## src/rtl/lsu_queue_pkg.sv

```systemverilog
// Shared types and helpers for the queued load/store unit.
package lsu_queue_pkg;

  // Memory operation encodings as presented by the load/store buffer.
  typedef enum logic [2:0] {
    OP_LB  = 3'd0,
    OP_LH  = 3'd1,
    OP_LW  = 3'd2,
    OP_LBU = 3'd3,
    OP_LHU = 3'd4,
    OP_SB  = 3'd5,
    OP_SH  = 3'd6,
    OP_SW  = 3'd7
  } op_e;

  // Issue FSM states.
  typedef enum logic [1:0] {
    ST_IDLE    = 2'd0,
    ST_BUSY    = 2'd1,
    ST_DISCARD = 2'd2
  } state_e;

  // Transfer size encodings for the memory controller.
  localparam logic [1:0] MEM_SIZE_B = 2'd0;
  localparam logic [1:0] MEM_SIZE_H = 2'd1;
  localparam logic [1:0] MEM_SIZE_W = 2'd2;

  // True for every operation that reads memory.
  function automatic logic is_load(input op_e op);
    logic load;
    case (op)
      OP_LB, OP_LH, OP_LW, OP_LBU, OP_LHU: load = 1'b1;
      default:                             load = 1'b0;
    endcase
    return load;
  endfunction

  // Transfer size implied by an operation.
  function automatic logic [1:0] op_size(input op_e op);
    logic [1:0] size;
    case (op)
      OP_LB, OP_LBU, OP_SB: size = MEM_SIZE_B;
      OP_LH, OP_LHU, OP_SH: size = MEM_SIZE_H;
      default:              size = MEM_SIZE_W;
    endcase
    return size;
  endfunction

endpackage

```

## src/rtl/lsu_queue_fifo.sv

```systemverilog
// Circular request buffer with per-entry kill bits and a bulk "kill all loads" strobe.
// The head kill flag already reflects a kill strobe arriving in the same cycle so the
// consumer can skip a freshly killed head without waiting a cycle.
module lsu_queue_fifo
  import lsu_queue_pkg::*;
#(
  parameter int DEPTH  = 4,
  parameter int ADDR_W = 32,
  parameter int DATA_W = 32,
  parameter int TAG_W  = 4
) (
  input  logic                   clk,
  input  logic                   rst_n,
  input  logic                   push,
  input  op_e                    push_op,
  input  logic [ADDR_W-1:0]      push_addr,
  input  logic [DATA_W-1:0]      push_data,
  input  logic [TAG_W-1:0]       push_tag,
  input  logic                   pop,
  input  logic                   kill_loads,
  output logic                   head_valid,
  output op_e                    head_op,
  output logic [ADDR_W-1:0]      head_addr,
  output logic [DATA_W-1:0]      head_data,
  output logic [TAG_W-1:0]       head_tag,
  output logic                   head_kill,
  output logic [$clog2(DEPTH):0] count
);

  localparam int PTR_W = $clog2(DEPTH);

  op_e               op_mem   [DEPTH];
  logic [ADDR_W-1:0] addr_mem [DEPTH];
  logic [DATA_W-1:0] data_mem [DEPTH];
  logic [TAG_W-1:0]  tag_mem  [DEPTH];
  logic              kill_mem [DEPTH];
  logic [PTR_W-1:0]  wr_ptr;
  logic [PTR_W-1:0]  rd_ptr;

  // Payload storage needs no reset; an entry is only read after it has been written.
  always_ff @(posedge clk) begin
    if (push) begin
      op_mem[wr_ptr]   <= push_op;
      addr_mem[wr_ptr] <= push_addr;
      data_mem[wr_ptr] <= push_data;
      tag_mem[wr_ptr]  <= push_tag;
    end
  end

  // Pointers, occupancy and kill bits; pointers wrap naturally because DEPTH is a power of two.
  always_ff @(posedge clk or negedge rst_n) begin
    if (!rst_n) begin
      wr_ptr <= '0;
      rd_ptr <= '0;
      count  <= '0;
      for (int i = 0; i < DEPTH; i++) begin
        kill_mem[i] <= 1'b0;
      end
    end else begin
      if (kill_loads) begin
        for (int i = 0; i < DEPTH; i++) begin
          if (is_load(op_mem[i])) begin
            kill_mem[i] <= 1'b1;
          end
        end
      end
      if (push) begin
        kill_mem[wr_ptr] <= 1'b0;
        wr_ptr           <= wr_ptr + 1'b1;
      end
      if (pop) begin
        rd_ptr <= rd_ptr + 1'b1;
      end
      case ({push, pop})
        2'b10:   count <= count + 1'b1;
        2'b01:   count <= count - 1'b1;
        default: count <= count;
      endcase
    end
  end

  assign head_valid = (count != '0);
  assign head_op    = op_mem[rd_ptr];
  assign head_addr  = addr_mem[rd_ptr];
  assign head_data  = data_mem[rd_ptr];
  assign head_tag   = tag_mem[rd_ptr];
  assign head_kill  = kill_mem[rd_ptr] | (kill_loads & is_load(op_mem[rd_ptr]));

endmodule

```

## src/rtl/lsu_queue.sv

```systemverilog
// Queued load/store unit: buffers tagged requests in order, issues them one at a
// time to the memory controller, extends load data and reports completions.
// On rollback, queued loads are killed and an in-flight load finishes silently;
// stores are already committed and always complete.
module lsu_queue
  import lsu_queue_pkg::*;
#(
  parameter int DATA_W = 32,
  parameter int ADDR_W = 32,
  parameter int TAG_W  = 4,
  parameter int DEPTH  = 4
) (
  input  logic                   clk_in,
  input  logic                   rst_n_in,
  input  logic                   req_valid_in,
  output logic                   req_ready_out,
  input  op_e                    req_op_in,
  input  logic [ADDR_W-1:0]      req_addr_in,
  input  logic [DATA_W-1:0]      req_data_in,
  input  logic [TAG_W-1:0]       req_tag_in,
  output logic                   mem_enable_out,
  output logic                   mem_rw_out,
  output logic [ADDR_W-1:0]      mem_addr_out,
  output logic [1:0]             mem_size_out,
  output logic [DATA_W-1:0]      mem_data_out,
  input  logic                   mem_end_in,
  input  logic [DATA_W-1:0]      mem_data_in,
  output logic                   cdb_valid_out,
  output logic [TAG_W-1:0]       cdb_tag_out,
  output logic [DATA_W-1:0]      cdb_data_out,
  output logic                   store_done_out,
  output logic [TAG_W-1:0]       store_tag_out,
  input  logic                   rollback_in,
  output logic [$clog2(DEPTH):0] count_out
);

  localparam int CNT_W = $clog2(DEPTH) + 1;
  localparam logic [CNT_W-1:0] FULL_COUNT = CNT_W'(DEPTH);

  state_e            state;
  state_e            next_state;
  logic              push;
  logic              pop;
  logic              start_issue;
  logic              finish;
  logic              emit_load;
  logic              emit_store;
  logic              head_valid;
  op_e               head_op;
  logic [ADDR_W-1:0] head_addr;
  logic [DATA_W-1:0] head_data;
  logic [TAG_W-1:0]  head_tag;
  logic              head_kill;
  op_e               iss_op;
  logic [TAG_W-1:0]  iss_tag;
  logic [DATA_W-1:0] store_mask;
  logic [DATA_W-1:0] load_ext;

  // No bypass: a full queue refuses new work even when the head leaves this cycle.
  assign req_ready_out = (count_out < FULL_COUNT);
  assign push          = req_valid_in && req_ready_out && !rollback_in;

  lsu_queue_fifo #(
    .DEPTH  (DEPTH),
    .ADDR_W (ADDR_W),
    .DATA_W (DATA_W),
    .TAG_W  (TAG_W)
  ) u_fifo (
    .clk        (clk_in),
    .rst_n      (rst_n_in),
    .push       (push),
    .push_op    (req_op_in),
    .push_addr  (req_addr_in),
    .push_data  (req_data_in),
    .push_tag   (req_tag_in),
    .pop        (pop),
    .kill_loads (rollback_in),
    .head_valid (head_valid),
    .head_op    (head_op),
    .head_addr  (head_addr),
    .head_data  (head_data),
    .head_tag   (head_tag),
    .head_kill  (head_kill),
    .count      (count_out)
  );

  // State register.
  always_ff @(posedge clk_in or negedge rst_n_in) begin
    if (!rst_n_in) begin
      state <= ST_IDLE;
    end else begin
      state <= next_state;
    end
  end

  // Next-state and per-cycle control: pop/issue in IDLE, completion handling otherwise.
  always_comb begin
    next_state  = state;
    pop         = 1'b0;
    start_issue = 1'b0;
    finish      = 1'b0;
    emit_load   = 1'b0;
    emit_store  = 1'b0;
    case (state)
      ST_IDLE: begin
        if (head_valid) begin
          pop = 1'b1;
          if (!head_kill) begin
            start_issue = 1'b1;
            next_state  = ST_BUSY;
          end
        end
      end
      ST_BUSY: begin
        if (mem_end_in) begin
          finish     = 1'b1;
          next_state = ST_IDLE;
          if (is_load(iss_op)) begin
            emit_load = !rollback_in;
          end else begin
            emit_store = 1'b1;
          end
        end else if (rollback_in && is_load(iss_op)) begin
          next_state = ST_DISCARD;
        end
      end
      ST_DISCARD: begin
        if (mem_end_in) begin
          finish     = 1'b1;
          next_state = ST_IDLE;
        end
      end
      default: begin
        next_state = ST_IDLE;
      end
    endcase
  end

  // Store data trimmed to the transfer size with the upper bits cleared; loads drive zero.
  always_comb begin
    store_mask = '0;
    case (head_op)
      OP_SB:   store_mask[7:0]  = head_data[7:0];
      OP_SH:   store_mask[15:0] = head_data[15:0];
      OP_SW:   store_mask[31:0] = head_data[31:0];
      default: store_mask       = '0;
    endcase
  end

  // Sign or zero extension of returned load data according to the in-flight opcode.
  always_comb begin
    load_ext = '0;
    case (iss_op)
      OP_LB: begin
        load_ext       = {DATA_W{mem_data_in[7]}};
        load_ext[7:0]  = mem_data_in[7:0];
      end
      OP_LBU: begin
        load_ext[7:0]  = mem_data_in[7:0];
      end
      OP_LH: begin
        load_ext       = {DATA_W{mem_data_in[15]}};
        load_ext[15:0] = mem_data_in[15:0];
      end
      OP_LHU: begin
        load_ext[15:0] = mem_data_in[15:0];
      end
      default: begin
        load_ext[31:0] = mem_data_in[31:0];
      end
    endcase
  end

  // Issue registers: captured at issue and held steady until the controller signals completion.
  always_ff @(posedge clk_in or negedge rst_n_in) begin
    if (!rst_n_in) begin
      mem_enable_out <= 1'b0;
      mem_rw_out     <= 1'b0;
      mem_addr_out   <= '0;
      mem_size_out   <= MEM_SIZE_B;
      mem_data_out   <= '0;
      iss_op         <= OP_LB;
      iss_tag        <= '0;
    end else if (start_issue) begin
      mem_enable_out <= 1'b1;
      mem_rw_out     <= is_load(head_op);
      mem_addr_out   <= head_addr;
      mem_size_out   <= op_size(head_op);
      mem_data_out   <= store_mask;
      iss_op         <= head_op;
      iss_tag        <= head_tag;
    end else if (finish) begin
      mem_enable_out <= 1'b0;
    end
  end

  // Result broadcast: one-cycle pulses on the CDB for loads and on store_done for stores.
  always_ff @(posedge clk_in or negedge rst_n_in) begin
    if (!rst_n_in) begin
      cdb_valid_out  <= 1'b0;
      cdb_tag_out    <= '0;
      cdb_data_out   <= '0;
      store_done_out <= 1'b0;
      store_tag_out  <= '0;
    end else begin
      cdb_valid_out  <= emit_load;
      store_done_out <= emit_store;
      if (emit_load) begin
        cdb_tag_out  <= iss_tag;
        cdb_data_out <= load_ext;
      end
      if (emit_store) begin
        store_tag_out <= iss_tag;
      end
    end
  end

endmodule

```

## config.mk

```make
export PLATFORM = sky130hd
export DESIGN_NAME = lsu_queue
export DESIGN_NICKNAME = d
export VERILOG_FILES = /design/src/rtl/lsu_queue_pkg.sv /design/src/rtl/lsu_queue_fifo.sv /design/src/rtl/lsu_queue.sv
export SDC_FILE = /design/constraint.sdc
export NUM_CORES = 1
export LEC_CHECK = 0
export ABC_AREA = 1
export CAP_MARGIN = 30
export CORE_UTILIZATION = 61
export CTS_BUF_LIST = sky130_fd_sc_hd__clkbuf_4
export DETAILED_ROUTE_END_ITERATION = 8
export HOLD_SLACK_MARGIN = 0.05
export PLACE_DENSITY = 0.95
export SETUP_SLACK_MARGIN = 0.2
export SLEW_MARGIN = 20
export SYNTH_ARGS = -nofsm -noshare
export SYNTH_HDL_FRONTEND = slang
export SYNTH_SLANG_ARGS = --single-unit
```

## constraint.sdc

```tcl
create_clock -name clk_in -period 9.25 [get_ports clk_in]
set_input_delay 1.85 -clock clk_in [delete_from_list [all_inputs] [get_ports clk_in]]
set_output_delay 1.85 -clock clk_in [all_outputs]
set_load 0.02 [all_outputs]
```

Word-level counts from Yosys, hierarchy flattened. Memories as Yosys holds them, arrays and structs flattened. A register that Yosys moved wholly into a read port is not among the register bits. Cells that the tools add are included. W data, S select, Z words.

Logic and storage cells: 156. Bits of input ports: 108. Memory bits (writable): 284. Memories: 4. Register bits after elaboration: 94.

Memory list: u_fifo.addr_mem (depth 4, width 32, rd ports 1, clocked after Yosys merged registers in 1, write ports 1, line lsu_queue_fifo.sv:33) `logic [ADDR_W-1:0] addr_mem [DEPTH];`; u_fifo.data_mem (depth 4, width 32, rd ports 1, clocked after Yosys merged registers in 0, write ports 1, line lsu_queue_fifo.sv:34) `logic [DATA_W-1:0] data_mem [DEPTH];`; u_fifo.tag_mem (depth 4, width 4, rd ports 1, clocked after Yosys merged registers in 1, write ports 1, line lsu_queue_fifo.sv:35) `logic [TAG_W-1:0] tag_mem [DEPTH];`; u_fifo.op_mem (depth 4, width 3, rd ports 5, clocked after Yosys merged registers in 0, write ports 1, line lsu_queue_fifo.sv:32) `op_e op_mem [DEPTH];`.

Multiplexer cells: 55. Reduce and logical (&&, ||, !) cells: 30. $add $sub $neg: 4. Bitwise operators: 6. Magnitude comparators: 4. Equal/unequal tests: 35.

Operator list (count): $pmux W16 S3 (1); $mux W1 (38); $eq A3 B2 Y1 const B (12); $reduce_or A5 Y1 (6); $eq A3 B3 Y1 const B (9); $eq A3 B1 Y1 const B (6); $logic_not A3 Y1 (6); $mux W16 (1); $mux W8 (2); $pmux W8 S2 (1); $mux W2 (5); $reduce_or A3 Y1 (3); $mux W4 (2); $ge A3 B3 Y1 const B (2); $ne A2 B2 Y1 const B (3); $not A2 Y3 (2); $pmux W2 S3 (1); $pmux W3 S2 (1); $reduce_or A2 Y1 (3); $add A2 B1 Y2 const B (2); $and A4 B4 Y4 (1); $eq A2 B1 Y1 const B (2); $eq A2 B2 Y1 const B (2); $logic_and A1 B1 Y1 (4); other kinds (16) (19).

Depth between registers and ports, before layout. An unclocked memory read counts as a cell.

Depth in word-level cells: 10. Mapped depth: 13. Depth with buffers taken out: 12.

Modules after synthesis. A second synthesis with hierarchy kept.

Cells, all modules: 1342. Area total of the unflattened synthesis: 16061.7 um2.

Modules (own cells, without submodules): lsu_queue_fifo (cells an instance 765, seq. area each 8803.4 um2, area each 11165.7 um2, times used 1); lsu_queue (cells an instance 577, seq. area each 2977.9 um2, area each 4895.9 um2, times used 1).

Worst setup path before layout. OpenSTA, ideal clock, no wires.

Path type: input to register. From: input rollback_in. To: memory u_fifo.addr_mem[0][0] (enable). Setup time: 502 ps. Stages on the path: 3. Arrival time: 5161 ps. Slack: 3586 ps. Buffers on the path: 0. Cell sequence: inv_1 -> nand3_1 -> nor2_1.

Word-level cells in the longest chain between the ends: 4.

RTL lines: start: declaration (line lsu_queue.sv:33) `input logic rollback_in,`; $logic_not A1 Y1 (line lsu_queue.sv:61) `assign push = req_valid_in && req_ready_out && !rollback_in;`; $logic_and A1 B1 Y1 (line lsu_queue.sv:61); $mux W1 (line lsu_queue_fifo.sv:42) `if (push) begin`; $mux W1 (implied by the code) (line lsu_queue_fifo.sv:44) `addr_mem[wr_ptr] <= push_addr;`; end: declaration (line lsu_queue_fifo.sv:33).

Every way passes these cells.

Worst setup path in the final report.
From: input rollback_in. To: memory u_fifo.op_mem[2][0] (netlist name) (enable).

Word-level cells in the longest chain between the ends: 4.

RTL lines: $logic_not A1 Y1 (line lsu_queue.sv:61); $logic_and A1 B1 Y1 (line lsu_queue.sv:61); $mux W1 (line lsu_queue_fifo.sv:42); $mux W1 (implied by the code) (line lsu_queue_fifo.sv:43) `op_mem[wr_ptr] <= push_op;`; end: declaration (line lsu_queue_fifo.sv:32).

Every way passes these cells.

==> impl_metrics.csv <==
group,metric,value,unit
status,outcome,"complete, no violations",
synthesis,yosys-mux-area-fraction,0,%
critical_path,crit_arrival,4.63,ns
cts,path_clk_slew,0.07,ns
synthesis,yosysWarnings,0,
critical_path,criticalPathCategory,"input pin to flop",
cts,ctsHoldBuffers,0,
grt,grt-ovfl-total,0,
synthesis,synth_compound_area_share,8.79,%
synthesis,avgSynthCellArea,12.1,um2
synthesis,yosys.area_share.simple,13.2,%
grt,grt_max_degree,105,
cts,cts_resized,0,
grt,grt_pass1_wl,56900,um
synthesis,ys_seq_area_share,74.0,%
floorplan,chipHeight,164,um
placement,dp_hpwl,21200,um
critical_path,worstReg2RegEnd,"mem_addr_out[23]",
pwr,powerDensity,322,nW/um2
critical_path,reg2reg_from,"u_fifo.rd_ptr[0]",
routing,wl_per_cell,18.5,um
synthesis,syn_nets,1431,
finish,stdcell_count,1990,
worst_hold_path,hold_end,"mem_addr_out[31]",
critical_path,rrSetupSlack,5.32,ns
sta,setup_viol,0,
routing,drc_errors,0,
placement,dpl.cell_count,1807,
sta,period_minus_slack,4.33,ns
grt,grtUsageMet1,33.1,%
critical_path,cp_max_fo,44,
cts,cts_root_buffer,"clkbuf_4",
grt,antenna_found_initial,3,
cts,htreeDepth,3,
grt,grtUsageMet2,48.0,%
finish,final_common_cell,"nand2_1",
synthesis,synth_cell_types,27,
sta,rsz0062_at_grt,"no",
finish,drive_gt1_share,11.3,%
finish,area_delta_synth_final,23.8,%
cts,postCtsSetupRepairBufs,0,
sta,setup_tns,0,ns
synthesis,synth_top_family_by_area,"simple AND/OR/NAND/NOR gates",
synthesis,synth-main-ff-cell,"edfxtp_1",
cts,cts_sinks,414,
critical_path,ff2ff_path_depth,14,
sta,tightest_slew,0.938,ns
floorplan,dieArea,26700,um2
synthesis,syn_area,15900,um2
finish,fin_nets,1695,
worst_hold_path,worstHoldPathType,"flop to flop",
cts,clockBufferDepth,3,
sta,hold_violations,0,
critical_path,cp-start-kind,"input pin",
synthesis,synth_fa_ha_area_share,0.755,%
sta,maxSlewHeadroom,37.3,%
floorplan,ios,222,
worst_hold_path,hold_path_depth,2,
synthesis,async_flop_share,31.4,%
cts,tritoncts,"done",
floorplan,initial_utilization,62.7,%
floorplan,num_rows,58,
cts,numCtsBuffers,96,
pwr,leakagePower,7.71,nW
placement,portBuffers,221,
synthesis,synth_edf_count,284,
synthesis,synth-xor-area-share,0.330,%
synthesis,synth_seq_cells,414,
grt,grt_pass1_vias,11584,
worst_hold_path,hold_start,"mem_addr_out[31]",
routing,via_count,11315,
grt,grt_usage,27.9,%
routing,first_pass_iters,5,
finish,most-common-layout-cells,"nand2_1, edfxtp_1, clkdlybuf4s50_1, nor2_1, clkbuf_4",
sta,drv_slew,0,
grt,grt-busiest-layer,"met2",
routing,totalWireLength,36800,um
floorplan,coreArea,25400,um2
pwr,ir_worst_vdd,0.231,mV
critical_path,cp.required,9.56,ns
grt,grtUsageMet3,7.39,%
critical_path,crit_path_end_kind,"flop",
flow_run,maxCapViolations,0,
sta,fmax,0.231,GHz
sta,fin_crit_sh,46.8,%
routing,dr.first_iter.drc_count,1143,
routing,ant_nets,0,
floorplan,die_width,164,um
placement,place_congestion,0.847,
synthesis,synthCells,1314,
routing,vias_per_cell,5.69,
cts,clock_latency,0.71,ns
sta,skew,0.0402,ns
[critical path, stage by stage]
cell,delay (ns)
clkdlybuf4s50_1,0.58
inv_1,0.14
nand3_1,0.43
nor2_4,0.90
buf_4,0.69
[per-stage QoR]
step | hold WS [ns] | util (%) | worst slack (ns) | power, mW | instance area (um2)
after floorplan | 0.463 | - | 3.59 | 4.00 | 15900
after global placement | 0.453 | 72.2 | 4.31 | 4.74 | 18300
after detailed placement | 0.465 | 72.3 | 4.22 | 4.86 | 18400
after CTS | 0.481 | 77.2 | 4.61 | 6.32 | 19600
after global routing | 0.506 | 77.6 | 4.76 | 6.70 | 19700
final | 0.480 | 77.6 | 4.92 | 6.33 | 19700
[cells by family after synthesis]
kind of cell,after synthesis
AO/OA/AOI/OAI,239
buffers and inverters,104
XOR/XNOR,6
flip-flops,414
AND/OR/NAND/NOR,542
adder cells (fa/ha/maj),9
[worst max-delay path by stage]
stage	start	cells after the start	end	slack [ns]
detailed placement	rollback_in	5	u_fifo.data_mem[2][25]	4.22
global placement	rollback_in	5	u_fifo.data_mem[3][24]	4.31
floorplan	rollback_in	3	u_fifo.addr_mem[0][0]	3.59
CTS	u_fifo.rd_ptr[0]	12	mem_addr_out[24]	4.61
global route	rollback_in	5	u_fifo.op_mem[2][0]	4.76
finish	rollback_in	5	u_fifo.op_mem[2][0]	4.92
[report_power, final]
| group | internal [mW] | switching (mW) |
|---|---|---|
| logic | 0.881 | 1.48 |
| registers | 2.33 | 0.198 |
| clock network | 0.758 | 0.688 |
[synth_stat cells (2+ instances only)]
cell type | count | area share, %
nand2_1 | 356 | 8.4
edfxtp_1 | 284 | 54
nor2_1 | 151 | 3.6
dfrtp_1 | 130 | 20
o21ai_0 | 112 | 3.5
o22ai_1 | 44 | 1.7
a21oi_1 | 41 | 1.3
clkbuf_1 | 34 | 0.80
inv_1 | 29 | 0.68
buf_2 | 28 | 0.88
nand3_1 | 26 | 0.82
a32o_1 | 24 | 1.5
a31oi_1 | 16 | 0.63
ha_1 | 8 | 0.63
buf_6 | 5 | 0.35
buf_1 | 4 | 0.094
nand2_2 | 4 | 0.16
xor2_1 | 4 | 0.22
inv_2 | 3 | 0.071
a21oi_2 | 2 | 0.11
nor3_1 | 2 | 0.063
xnor2_1 | 2 | 0.11
[state kept, by name, summed over array words and instances, names as in the netlist, 3 cells and up]
| signal | cells |
|---|---|
| u_fifo.kill_mem | 4 |
| store_tag_out | 4 |
| cdb_data_out | 32 |
| mem_addr_out | 32 |
| u_fifo.addr_mem | 128 |
| iss_op | 3 |
| u_fifo.count | 3 |
| u_fifo.data_mem | 128 |
| u_fifo.tag_mem | 16 |
| iss_tag | 4 |
| mem_data_out | 32 |
| cdb_tag_out | 4 |
| u_fifo.op_mem | 12 |
[routing by layer]
layer	share of wire, %	wire, um
met1	38	14000
met2	51	18600
met3	9.2	3370
met4	2.2	814
met5	0.071	26
[cell type report]
type / instances / area, um2
sequential: 414 / 11800
timing repair buffer: 237 / 2410
clock buffer: 140 / 1050
clock inverter: 39 / 211
antenna: 1 / 2.50
inverter: 33 / 126
tap: 330 / 413
fill: 1402 / 5700
multi-input combinational: 796 / 3710
Power figures use the tool's default switching activity.
